## src/rtl/mips_pkg.sv

```systemverilog
// Shared fetch-stage types and instruction field positions.
package mips_pkg;

    typedef enum logic [1:0] {
        IDLE = 2'd0,
        REQ  = 2'd1,
        WAIT = 2'd2,
        HOLD = 2'd3
    } fetch_state_t;

    localparam logic [31:0] NOP_INSTR  = 32'h0000_0000;
    localparam int unsigned OPCODE_MSB = 31;
    localparam int unsigned OPCODE_LSB = 26;
    localparam int unsigned FUNCT_MSB  = 5;
    localparam int unsigned FUNCT_LSB  = 0;

    // Sequential word address, wrapping modulo 2^32.
    function automatic logic [31:0] pc_inc(input logic [31:0] pc);
        return pc + 32'd4;
    endfunction

endpackage

```

## src/rtl/fetch_skid_buf.sv

```systemverilog
// One-entry {instr,pc} holding buffer for a fetch response that arrives while decode is stalled.
// Latency: one cycle from load to valid. Backpressure: the owner drains it only when the slot frees.
// Flush has priority over load, and load has priority over drain.
module fetch_skid_buf
    import mips_pkg::*;
(
    input  logic        clk,
    input  logic        rst_n,
    input  logic        load,
    input  logic        drain,
    input  logic        flush,
    input  logic [31:0] load_instr,
    input  logic [31:0] load_pc,
    output logic        vld,
    output logic [31:0] instr,
    output logic [31:0] pc
);

    always_ff @(posedge clk or negedge rst_n) begin
        if (!rst_n) begin
            vld   <= 1'b0;
            instr <= NOP_INSTR;
            pc    <= 32'h0;
        end else if (flush) begin
            vld <= 1'b0;
        end else if (load) begin
            vld   <= 1'b1;
            instr <= load_instr;
            pc    <= load_pc;
        end else if (drain) begin
            vld <= 1'b0;
        end
    end

endmodule

```

## src/rtl/instr_fetch.sv

```systemverilog
// Instruction fetch: PC, single-outstanding imem request, and the IF/ID slot.
// Latency: at least two cycles per instruction (REQ + WAIT). Backpressure: a stall parks one response in the skid.
// Redirect flushes the slot and skid. A response already in flight is killed so stale data never reaches decode.
module instr_fetch
    import mips_pkg::*;
#(
    parameter logic [31:0] PC_RESET = 32'h0000_0000
) (
    input  logic        clk,
    input  logic        rst_n,
    output logic        imem_req,
    output logic [31:0] imem_addr,
    input  logic        imem_ready,
    input  logic        imem_rvalid,
    input  logic [31:0] imem_rdata,
    input  logic        stall,
    input  logic        redirect,
    input  logic [31:0] redirect_pc,
    output logic        if_valid,
    output logic [31:0] if_instr,
    output logic [31:0] if_pc,
    output logic [31:0] if_pc_plus4,
    output logic [5:0]  opcode,
    output logic [5:0]  funct
);

    fetch_state_t state;
    logic [31:0]  pc;
    logic [31:0]  inflight_pc;
    logic         kill;

    logic         skid_vld;
    logic [31:0]  skid_instr;
    logic [31:0]  skid_pc;

    logic         redirect_act;
    logic [31:0]  redirect_word;
    logic         slot_free;
    logic         resp_live;
    logic         load_slot;
    logic         load_skid;
    logic         drain_skid;

    // Redirect is ignored in IDLE because there is no fetch to restart.
    assign redirect_act  = redirect && (state != IDLE);
    assign redirect_word = {redirect_pc[31:2], 2'b00};
    assign slot_free     = !if_valid || !stall;
    assign resp_live     = (state == WAIT) && imem_rvalid && !kill && !redirect_act;
    assign load_slot     = resp_live && slot_free;
    assign load_skid     = resp_live && !slot_free;
    assign drain_skid    = (state == HOLD) && skid_vld && !stall && !redirect_act;

    assign imem_req  = (state == REQ);
    assign imem_addr = pc;
    assign opcode    = if_instr[OPCODE_MSB:OPCODE_LSB];
    assign funct     = if_instr[FUNCT_MSB:FUNCT_LSB];

    fetch_skid_buf u_skid (
        .clk        (clk),
        .rst_n      (rst_n),
        .load       (load_skid),
        .drain      (drain_skid),
        .flush      (redirect_act),
        .load_instr (imem_rdata),
        .load_pc    (inflight_pc),
        .vld        (skid_vld),
        .instr      (skid_instr),
        .pc         (skid_pc)
    );

    always_ff @(posedge clk or negedge rst_n) begin
        if (!rst_n) begin
            state       <= IDLE;
            pc          <= {PC_RESET[31:2], 2'b00};
            inflight_pc <= 32'h0;
            kill        <= 1'b0;
        end else begin
            case (state)
                IDLE: state <= REQ;
                REQ: begin
                    if (redirect_act) begin
                        pc <= redirect_word;
                        if (imem_ready) begin
                            // The stale-address request is already accepted; its data must be dropped.
                            kill  <= 1'b1;
                            state <= WAIT;
                        end
                    end else if (imem_ready) begin
                        inflight_pc <= pc;
                        pc          <= pc_inc(pc);
                        state       <= WAIT;
                    end
                end
                WAIT: begin
                    if (redirect_act) begin
                        pc <= redirect_word;
                        if (imem_rvalid) begin
                            kill  <= 1'b0;
                            state <= REQ;
                        end else begin
                            kill <= 1'b1;
                        end
                    end else if (imem_rvalid) begin
                        if (kill) begin
                            kill  <= 1'b0;
                            state <= REQ;
                        end else if (slot_free) begin
                            state <= REQ;
                        end else begin
                            state <= HOLD;
                        end
                    end
                end
                HOLD: begin
                    if (redirect_act) begin
                        pc    <= redirect_word;
                        state <= REQ;
                    end else if (!stall) begin
                        state <= REQ;
                    end
                end
                default: state <= IDLE;
            endcase
        end
    end

    always_ff @(posedge clk or negedge rst_n) begin
        if (!rst_n) begin
            if_valid    <= 1'b0;
            if_instr    <= NOP_INSTR;
            if_pc       <= 32'h0;
            if_pc_plus4 <= 32'h0;
        end else if (redirect_act) begin
            if_valid <= 1'b0;
        end else if (load_slot) begin
            if_valid    <= 1'b1;
            if_instr    <= imem_rdata;
            if_pc       <= inflight_pc;
            if_pc_plus4 <= pc_inc(inflight_pc);
        end else if (drain_skid) begin
            if_valid    <= 1'b1;
            if_instr    <= skid_instr;
            if_pc       <= skid_pc;
            if_pc_plus4 <= pc_inc(skid_pc);
        end else if (!stall) begin
            if_valid <= 1'b0;
        end
    end

endmodule

```

## config.mk

```make
export PLATFORM = sky130hd
export DESIGN_NAME = instr_fetch
export DESIGN_NICKNAME = d
export VERILOG_FILES = /design/src/rtl/mips_pkg.sv /design/src/rtl/fetch_skid_buf.sv /design/src/rtl/instr_fetch.sv
export SDC_FILE = /design/constraint.sdc
export NUM_CORES = 1
export LEC_CHECK = 0
export CAP_MARGIN = 15
export CORE_ASPECT_RATIO = 0.8
export CORE_MARGIN = 3
export CORE_UTILIZATION = 55
export DETAILED_ROUTE_END_ITERATION = 10
export DONT_BUFFER_PORTS = 1
export GPL_ROUTABILITY_DRIVEN = 0
export HOLD_SLACK_MARGIN = 0.03
export PLACE_DENSITY = 0.77
export REMOVE_ABC_BUFFERS = 1
export SYNTH_ARGS = -nofsm -noshare
export SYNTH_HDL_FRONTEND = slang
export SYNTH_SLANG_ARGS = --single-unit
```

## constraint.sdc

```tcl
create_clock -name clk -period 9.9 [get_ports clk]
set_input_delay 0.99 -clock clk [delete_from_list [all_inputs] [get_ports clk]]
set_output_delay 0.99 -clock clk [all_outputs]
set_load 0.02 [all_outputs]
```

==> impl_results.md, run 1 <==
* Yosys cell types at 58
* Clk sink count at 219
* # fillers at 1,542
* Synth top area cells: dfrtp_1 (52%), mux2_2 (9.9%), nand2_1 (5.0%), nor2_1 (4.2%), a21oi_1 (4.1%)
* Total power draw at 3.251 mW
* Post-Synthesis Cells at 1,060
* Core Area at 0.01855 sq mm
* Antenna diodes at 0
* Seq/Total Area, Yosys at 51.61%
* Layout cells sized above 1 at 15.30%
* Starting Density at 57.24%
* Pwr Density at 283.8 mW/mm^2
* Clock skew at 0.01734 ns
* Post-CTS Repair Setup Buffers at 0
* Routed vias at 7,816
* Leakage power at 4.967 nW
* Maximum root-to-sink buffer count at 3
* Crit-path max cell delay at 0.83 ns
* Synth Area per Inst at 10.02 sq um
* Synth area leader: dfrtp_1
* Worst min path class: input pin to async pin
* Largest net degree at the start of global routing at 220
* Detailed Routing Iterations Pass 1 at 8
* DR WL/cell at 19.98 microns
* Post-synth top area share at 51.61%
* Peak supply drop at 168.7 uV
* Crit Path Category: flip-flop to flip-flop
* ANT nets after route at 0
* Cts bufs inserted at 23
* Vias per cell at 6.078
* Die Y-Extent at 130.3 microns
* Final period utilization at 47.78%
* Final setup margin at 5.170 ns
* CP Data Required Time at 10.25 ns
* EDFF count, synth at 0
* Worst-path fanout max at 76
* Die area at 0.02102 sq mm
* Post-Place Cells at 1,245
* Initial antenna violation count at 0
* Post-CTS sizing at 0
* Final net count at 1,094
* H-tree depth at 1
* Post-route minimum period at 4.730 ns
* Final WL at 25,690 microns
* Port Buffers at 0
* Max-Cap Viols at 0
* Yosys warns at 0
* Crit end category: flip-flop
* 1st-iter DRT viols at 788
* RSZ-0062 raised after global routing: no
* Layout area overhead at 7.847%
* Flops & latches, synth at 219
* Hold_buf cts at 0
* Final slew viol count at 0
* Main synth FF type: dfrtp_1
* CP Launch Type: flip-flop
* I/O Pins at 212
* All-Layer GR Usage at 24.32%
* Worst Path Arrival at 5.08 ns
* DRC errors left at 0
* Relative slew slack at 24.55%
* Post-route insts no fill at 1,286
* Setup violations, final at 0
* Fraction of registers with async set/reset at 100.0%
* Row count at 44
* CTS Root Buffer Type: clkbuf_16
* Clk slew on worst S/H paths at 0.07 ns
* Max Clk Rate at 211.4 MHz
* CTS tree: yes
* Post-Route Setup TNS at 0 ns
* First-pass GRT wire length at 41,500 microns
* Remaining global-route overflow at 0
* Pre-CTS WS at 5.084 ns
* Post-Syn Area at 0.01062 sq mm
* Post-layout util at 61.73%
* Die width at 161.4 microns
* Worst skew pair latency at 0.51 ns
* Worst path cell trace: inv_1, ha_1, nor2b_4, and3_4, buf_4, nand2_1, nand2_1, ha_1, nand4_1, nor4_1, a32oi_1, a21oi_1, xor2_1, a21oi_1
* CP max stage cell: nor4_1
* HPWL Detailed at 16,960 microns
* Final hold vios at 0
* Worst slew pin tran at 1.132 ns
* Status: completed
* Vias in the first global route at 7,491
## report_power, final
part / leakage (nW) / total [mW] / internal, mW / switching, mW
Combinational: 1.68 / 0.625 / 0.280 / 0.345
Clock: 0.419 / 0.936 / 0.585 / 0.352
Sequential: 2.87 / 1.69 / 1.13 / 0.560
## routing by layer
| metal | share of wire (%) | GRT usage (%) | wire length, microns |
|---|---|---|---|
| met5 | 0 | 0 | 0 |
| met1 | 44 | 34.47 | 11190 |
| met3 | 11 | 8.505 | 2739 |
| met2 | 44 | 36.71 | 11330 |
| met4 | 1.7 | 5.008 | 440 |
## path summary, 6_finish.rpt
path | from | end | slack (ns) | depth (start not counted)
worst max register to register | state[0] | if_pc_plus4[24] | 5.17 | 14
max in group asynchronous | rst_n | u_skid.pc[27] | 9.47 | 0
worst max-delay path | state[0] | if_pc_plus4[24] | 5.17 | 14
worst min register to register | u_skid.pc[30] | u_skid.pc[30] | 0.51 | 2
worst min-delay path | rst_n | u_skid.pc[19] | 0.17 | 0
min in group clk | u_skid.pc[30] | u_skid.pc[30] | 0.51 | 2
## cells in the mapped netlist (all sizes together) (10+ instances only)
cell and n:
dfrtp 219, nand2 142, nor2 118, mux2 93, a21oi 88, a31oi 45, buf 43, o21ai 41
clkbuf 38, nand3 31, mux2i 27, xor2 24, and3 21, nand4 21, nor3 12, inv 11
o22ai 10
## kinds of logic (layout without fill, tap and decap cells)
| group | count (synthesis) | count (layout) | synth area share (%) |
|---|---|---|---|
| flip-flops | 219 | 219 | 51.61 |
| AO/OA/AOI/OAI | 213 | 213 | 11.96 |
| multiplexers | 120 | 120 | 12.48 |
| buffers and inverters | 92 | 60 | 4.301 |
| XOR/XNOR | 32 | 32 | 2.639 |
| adder cells (fa/ha/maj) | 7 | 7 | 0.8248 |
| other | 1 | 6 | 0.03531 |
| AND/OR/NAND/NOR | 376 | 376 | 16.15 |
## state kept, by name, summed over array words and instances, names as in the netlist
name          flops
u_skid.instr     32
if_pc            30
if_valid          1
u_skid.pc        30
u_skid.vld        1
if_pc_plus4      30
kill              1
imem_addr        30
state             2
inflight_pc      30
if_instr         32
## critical path: cells and delay by family (launching register included)
family	cells	cell delay, ns
and+or+nand+nor	6	1.75
buffers and inverters	2	0.82
AOI/OAI and AO/OA	3	0.82
adders and majority gates	2	0.57
DFF	1	0.43
xor gates and xnor gates	1	0.16
## cell type report
type / instances / area, sq um / area share, %
sequential: 219 / 5480 / 47.85
multi-input combinational: 754 / 4725 / 41.25
clock buffer: 27 / 630.6 / 5.506
tap: 253 / 316.6 / 2.764
clock inverter: 14 / 198.9 / 1.737
timing repair buffer: 8 / 60.06 / 0.5244
inverter: 11 / 41.29 / 0.3605
## stage by stage
| stage | area, sq um | hold WS, ns |
|---|---|---|
| floorplan | 10220 | 0.4640 |
| global placement | 10620 | 0.4801 |
| global route | 11450 | 0.1495 |
| CTS | 11450 | 0.1576 |
| detailed placement | 10620 | 0.4919 |
| finish | 11450 | 0.1747 |
## cell usage in the layout (no fill, tap or decap), types with 2 or more instances in the layout
| cell | netlist | routed |
|---|---|---|
| and3_1 | 20 | 20 |
| a2bb2oi_1 | 5 | 5 |
| mux2i_1 | 25 | 25 |
| bufinv_16 | 0 | 5 |
| a21o_1 | 2 | 2 |
| xor2_1 | 24 | 24 |
| o32ai_1 | 2 | 2 |
| a211oi_1 | 2 | 2 |
| nand2b_1 | 2 | 2 |
| clkinv_2 | 0 | 8 |
| a32oi_1 | 3 | 3 |
| nor3b_1 | 2 | 2 |
| mux2i_2 | 2 | 2 |
| buf_4 | 20 | 8 |
| a31oi_1 | 45 | 45 |
| xnor2_1 | 8 | 8 |
| nor3_1 | 11 | 10 |
| and2_1 | 2 | 2 |
| or3_1 | 4 | 4 |
| nor4_1 | 5 | 5 |
| o21ai_0 | 38 | 38 |
| dfrtp_1 | 219 | 219 |
| clkbuf_16 | 0 | 23 |
| a311oi_1 | 2 | 2 |
| o22a_1 | 2 | 2 |
| nor2_1 | 118 | 118 |
| o21ai_1 | 3 | 3 |
| a21oi_1 | 88 | 87 |
| o22ai_1 | 10 | 10 |
| conb_1 | 1 | 6 |
| nand3_1 | 31 | 30 |
| mux2_2 | 93 | 93 |
| inv_1 | 11 | 11 |
| ha_1 | 7 | 7 |
| nand4_1 | 21 | 21 |
| nand2_1 | 142 | 140 |
| clkbuf_8 | 0 | 4 |
| and4_1 | 8 | 8 |
| or4_1 | 2 | 2 |
| nor3_2 | 1 | 2 |
No activity file was read; power rests on OpenSTA's default activity.
==> run 2: changes to the inputs <==
PLACE_DENSITY = 0.8   (was 0.77)
clock period = 4.1 ns   (was 9.9 ns; I/O delays follow)
==> impl_results.md, run 2 (same netlist as run 1, synthesis figures left out) <==
* Worst R2R Start: state[0]
* Clk sink count at 219
* Post-layout util at 62.15%
* Leakage power at 5.002 nW
* Reg2Reg Setup Slack at 0.55 ns
* ANT nets after route at 0
* Max-Cap Viols at 0
* Final hold vios at 219
* CTS tree: yes
* Maximum root-to-sink buffer count at 3
* CP Depth at 14
* Final WL at 25,770 microns
* Failing checks: negative hold slack
* RSZ-0062 raised after global routing: no
* Final net count at 1,101
* Peak supply drop at 420.2 uV
* All-Layer GR Usage at 24.26%
* CP Data Required Time at 4.48 ns
* Largest net degree at the start of global routing at 220
* WHS at -0.3928 ns
* Post-Route Setup TNS at 0 ns
* Total power draw at 7.866 mW
* Port Buffers at 0
* Crit end category: flip-flop
* Worst Path Arrival at 3.93 ns
* Buf/Inv on CP at 2
* Layout area overhead at 8.590%
* Worst slew pin tran at 0.9119 ns
* I/O Pins at 212
* Worst skew pair latency at 0.50 ns
* Row count at 44
* DRC errors left at 0
* Most frequent cells in the layout: dfrtp_1 (219), nand2_1 (140), nor2_1 (118)
* Pwr Density at 682.2 mW/mm^2
* CP top delay family: simple AND/OR/NAND/NOR gates
* Worst path cell trace: inv_1, ha_1, nor2b_4, and3_4, nand2_1, nand2_1, ha_1, nand4_1, nor4_1, buf_4, a32oi_1, a21oi_1, xor2_1, a21oi_1
* Routed vias at 7,790
* Die area at 0.02102 sq mm
* Hold_buf cts at 1
* Crit-path max cell delay at 0.43 ns
* Commonest non-fill, non-tap cell in the layout: dfrtp_1
* Final slew viol count at 0
* Worst min path class: input pin to async pin
* 1st-iter DRT viols at 770
* Initial antenna violation count at 0
* Post-route minimum period at 3.551 ns
* CP Launch Type: flip-flop
* Cts bufs inserted at 23
* Post-CTS sizing at 0
* Vias in the first global route at 7,418
* Status: complete, but fails checks
* R2R cell count at 14
* Starting Density at 57.24%
* FF-to-FF End: if_pc_plus4[24]
* Layout cells sized above 1 at 15.41%
* Vias per cell at 6.034
* Worst-path fanout max at 17
* Detailed Routing Iterations Pass 1 at 5
* H-tree depth at 1
* HPWL Detailed at 17,170 microns
* Core Area at 0.01855 sq mm
* Setup violations, final at 0
* Clock skew at 0.01073 ns
* Final period utilization at 86.60%
* Post-Place Cells at 1,251
* Crit Path Category: flip-flop to flip-flop
* Max Clk Rate at 281.6 MHz
* Top flop regs: if_instr (32), u_skid.instr (32)
* Antenna diodes at 0
* CP max stage cell: dfrtp_1
* CTS Root Buffer Type: clkbuf_16
* Post-route insts no fill at 1,291
* DR WL/cell at 19.96 microns
* Die width at 161.4 microns
* Clk slew on worst S/H paths at 0.06 ns
* Die Y-Extent at 130.3 microns
* First-pass GRT wire length at 41,260 microns
* Remaining global-route overflow at 0
* # fillers at 1,489
* Relative slew slack at 38.88%
==> run 2: repair_timing <==
action / 4_1_cts / 5_1_grt
setup buffers: 0 / 0
endpoints found under the setup margin: 0 / 0
hold endpoints to repair: 220 / 219
==> run 2: final cells by class <==
class                      instances  area (sq um)  share of cell area [%]
sequential                       219          5480                   47.53
multi-input combinational        754          4725                   40.97
clock buffer                      30         651.9                   5.653
tap                              253         316.6                   2.745
clock inverter                     9         176.4                   1.530
timing repair buffer              15         140.1                   1.215
inverter                          11         41.29                  0.3581
==> run 2: metal layers <==
layer	GRT usage (%)	share of wire, %	routed length [microns]	vias to the layer above
met5	0	0	0	-
met4	5.513	1.9	481	0
met3	8.600	11	2780	33
met2	36.41	44	11220	303
met1	34.25	44	11290	3772
li1	-	-	-	3682
==> run 2: per-stage QoR <==
step                cell area [sq um]  setup slack [ns]
global placement                10690            0.7657
finish                          11530            0.5495
CTS                             11530            0.5943
global route                    11530            0.2899
detailed placement              10690            0.6635
floorplan                       10220            -1.548
==> run 2: worst max-delay path by stage <==
| stage | from | endpoint |
|---|---|---|
| after CTS | state[0] | if_pc_plus4[26] |
| after global placement | state[0] | if_pc_plus4[26] |
| final | state[0] | if_pc_plus4[24] |
| after global routing | state[0] | if_pc_plus4[24] |
| after floorplan | state[0] | if_pc[2] |
| after detailed placement | state[1] | if_pc_plus4[26] |
==> run 2: power breakdown <==
| part | switching (mW) | internal, mW | total [mW] | leakage, nW |
|---|---|---|---|---|
| clock | 0.844 | 1.43 | 2.28 | 0.410 |
| sequential | 1.36 | 2.72 | 4.08 | 2.87 |
| combinational | 0.830 | 0.680 | 1.51 | 1.72 |
==> run 2: worst reg2reg max path: cells and delay by family (launching register included) <==
kind / cells / cell delay (ns)
AO/OA/AOI/OAI: 3 / 0.58
adder cells (fa/ha/maj): 2 / 0.55
XOR/XNOR: 1 / 0.18
buffers and inverters: 2 / 0.32
flip-flops: 1 / 0.43
AND/OR/NAND/NOR: 6 / 1.37
==> run 3: changes to the inputs <==
SKIP_LAST_GASP = 1   (was not set)
SYNTH_HIERARCHICAL = 1   (was not set)
==> impl_results.md, run 3 <==
* Largest net degree at the start of global routing at 224
* Highest metal used: met4
* Adder-Cell Fraction of Synth Area at 0.7667%
* Remaining global-route overflow at 0
* HPWL Detailed at 18,780 microns
* Crit Path Category: flip-flop to flip-flop
* Max Clk Rate at 319.9 MHz
* Crit end category: flip-flop
* Post-synthesis xor/xnor area fraction at 2.760%
* All-Layer GR Usage at 24.48%
* Worst R2R Start: state[0]
* CP Launch Type: flip-flop
* Maximum root-to-sink buffer count at 3
* Relative slew slack at 43.87%
* Worst Path Arrival at 3.52 ns
* Vias per cell at 6.260
* Main combinational cell family by area after synthesis: simple AND/OR/NAND/NOR gates
* Post-CTS Repair Setup Buffers at 0
* Final net count at 1,153
* Vias in the first global route at 8,045
* Seq/Total Area, Yosys at 48.85%
* Port Buffers at 0
* I/O Pins at 212
* H-tree depth at 1
* Routed vias at 8,501
* Multi-input gate area in the final layout at 0.005276 sq mm
* # fillers at 1,586
* Detailed Routing Iterations Pass 1 at 5
* Crit path launch: state[0]
* EDFF count, synth at 0
* Metal-1 WL at 12,650 microns
* Most frequent cells in the layout: dfrtp_1 (223), nand2_1 (169), nor2_1 (95)
* Worst skew pair latency at 0.50 ns
* Worst slew pin tran at 0.8400 ns
* Antenna diodes at 0
* CP Data Required Time at 4.49 ns
* Final period utilization at 76.25%
* ANT nets after route at 0
* Setup violations, final at 0
* Starting Density at 56.87%
* Met3 wire len at 2792 microns
* Die area at 0.02255 sq mm
* Synth top area cells: dfrtp_1 (49%), mux2_4 (8.1%), nand2_1 (5.6%), mux2_2 (3.5%), nor2_1 (3.2%)
* Total power draw at 9.056 mW
* Layout area overhead at 7.021%
* Flops & latches, synth at 223
* Die Y-Extent at 134.9 microns
* Post-Synthesis Cells at 1,113
* Commonest non-fill, non-tap cell in the layout: dfrtp_1
* Main synth FF type: dfrtp_1
* First-pass GRT wire length at 45,210 microns
* Post-synth top area share at 48.85%
* 1st-iter DRT viols at 871
* Core Area at 0.02009 sq mm
* Cts bufs inserted at 24
* Pwr Density at 740.8 mW/mm^2
* Max-Cap Viols at 0
* Row count at 46
* Yosys cell types at 67
* Peak supply drop at 518.7 uV
* WHS at -0.3925 ns
* Post-layout util at 60.86%
* Yosys warns at 6
* Synth Area per Inst at 10.26 sq um
* Synth area leader: dfrtp_1
* Final WL at 28,150 microns
* Metal2 WL at 12,240 microns
* CTS Root Buffer Type: clkbuf_16
* Worst min path class: input pin to async pin
* Clock skew at 0.008297 ns
* Reg area at 0.005580 sq mm
* Failing checks: negative hold slack
* Final slew viol count at 0
* Leakage power at 5.221 nW
* DRC errors left at 0
* Layout cells sized above 1 at 16.18%
* Fraction of registers with async set/reset at 100.0%
* RSZ-0062 raised after global routing: no
* Crit path to: u_skid/instr[29]
* Post-CTS sizing at 0
* DR WL/cell at 20.73 microns
* Mux cell area share after synthesis at 13.45%
* Clk sink count at 223
* Clk slew on worst S/H paths at 0.06 ns
* Status: complete, but fails checks
* Final hold vios at 223
* Simple-gate portion of the synthesized area at 16.19%
* Die width at 167.1 microns
* Post-Route Setup TNS at 0 ns
* CTS tree: yes
* Reg2Reg Setup Slack at 0.97 ns
* Commonest cells in the netlist: dfrtp_1 (223), nand2_1 (169), nor2_1 (96)
* Post-Syn Area at 0.01142 sq mm
* Top-count cell post-synth: dfrtp_1
* FF-to-FF End: u_skid/instr[29]
* Worst-path fanout max at 32
* R2R cell count at 9
* Synth Area in Compound Gates at 12.83%
* Post-route minimum period at 3.126 ns
* Initial antenna violation count at 0
run 3: final cells by class:
cell class              count  area share [%]
inverters                  16          0.4912
multi-input cells         794           43.16
clock buffers              35           5.915
flip-flops and latches    223           45.65
clock inverters             9           1.023
well taps                 264           2.702
repair buffers             17           1.064
run 3: layer usage:
metal / up-vias / GRT usage (%)
met4: 0 / 5.816
met5: - / 0
met2: 401 / 36.00
li1: 3865 / -
met3: 44 / 7.404
met1: 4191 / 35.98
run 3: where the power goes:
group	total, mW	switching [mW]	leakage, nW	internal, mW
Combinational	2.03	1.10	2.01	0.932
Clock	2.28	0.872	0.414	1.41
Sequential	4.74	1.80	2.79	2.95
run 3: logic make-up after synthesis:
group / Yosys count
and+or+nand+nor: 396
adders and majority gates: 7
muxes: 118
buffers and inverters: 99
DFF: 223
xor gates and xnor gates: 36
AOI/OAI and AO/OA: 233
other: 1
run 3: stage by stage:
stage          setup WS [ns]  instance area [sq um]  cells
2_1_floorplan         -1.095                  10910   1033
3_3_place_gp           1.093                  11370   1313
3_5_place_dp           1.011                  11370   1313
4_1_cts                1.003                  12220   1357
5_1_grt               0.7308                  12230   1358
6_report              0.9736                  12230   1358
run 3: worst max-delay path, cell delays in order (launching register included):
cell      delay, ns
dfrtp_1        0.41
inv_1          0.14
ha_1           0.15
nand2b_1       0.28
clkinv_1       0.34
nor4_1         0.40
and2_1         0.20
nor2b_4        0.15
buf_4          0.51
mux2_2         0.40
run 3: how the worst min path moves through the flow:
stage,start,end,cells past startpoint
final,rst_n,u_skid/instr[28],0
after global routing,rst_n,u_skid/instr[28],0
after CTS,rst_n,u_skid/instr[28],0
after detailed placement,rst_n,u_skid/instr[28],0
after global placement,rst_n,u_skid/instr[28],0
after floorplan,rst_n,if_instr[0],0
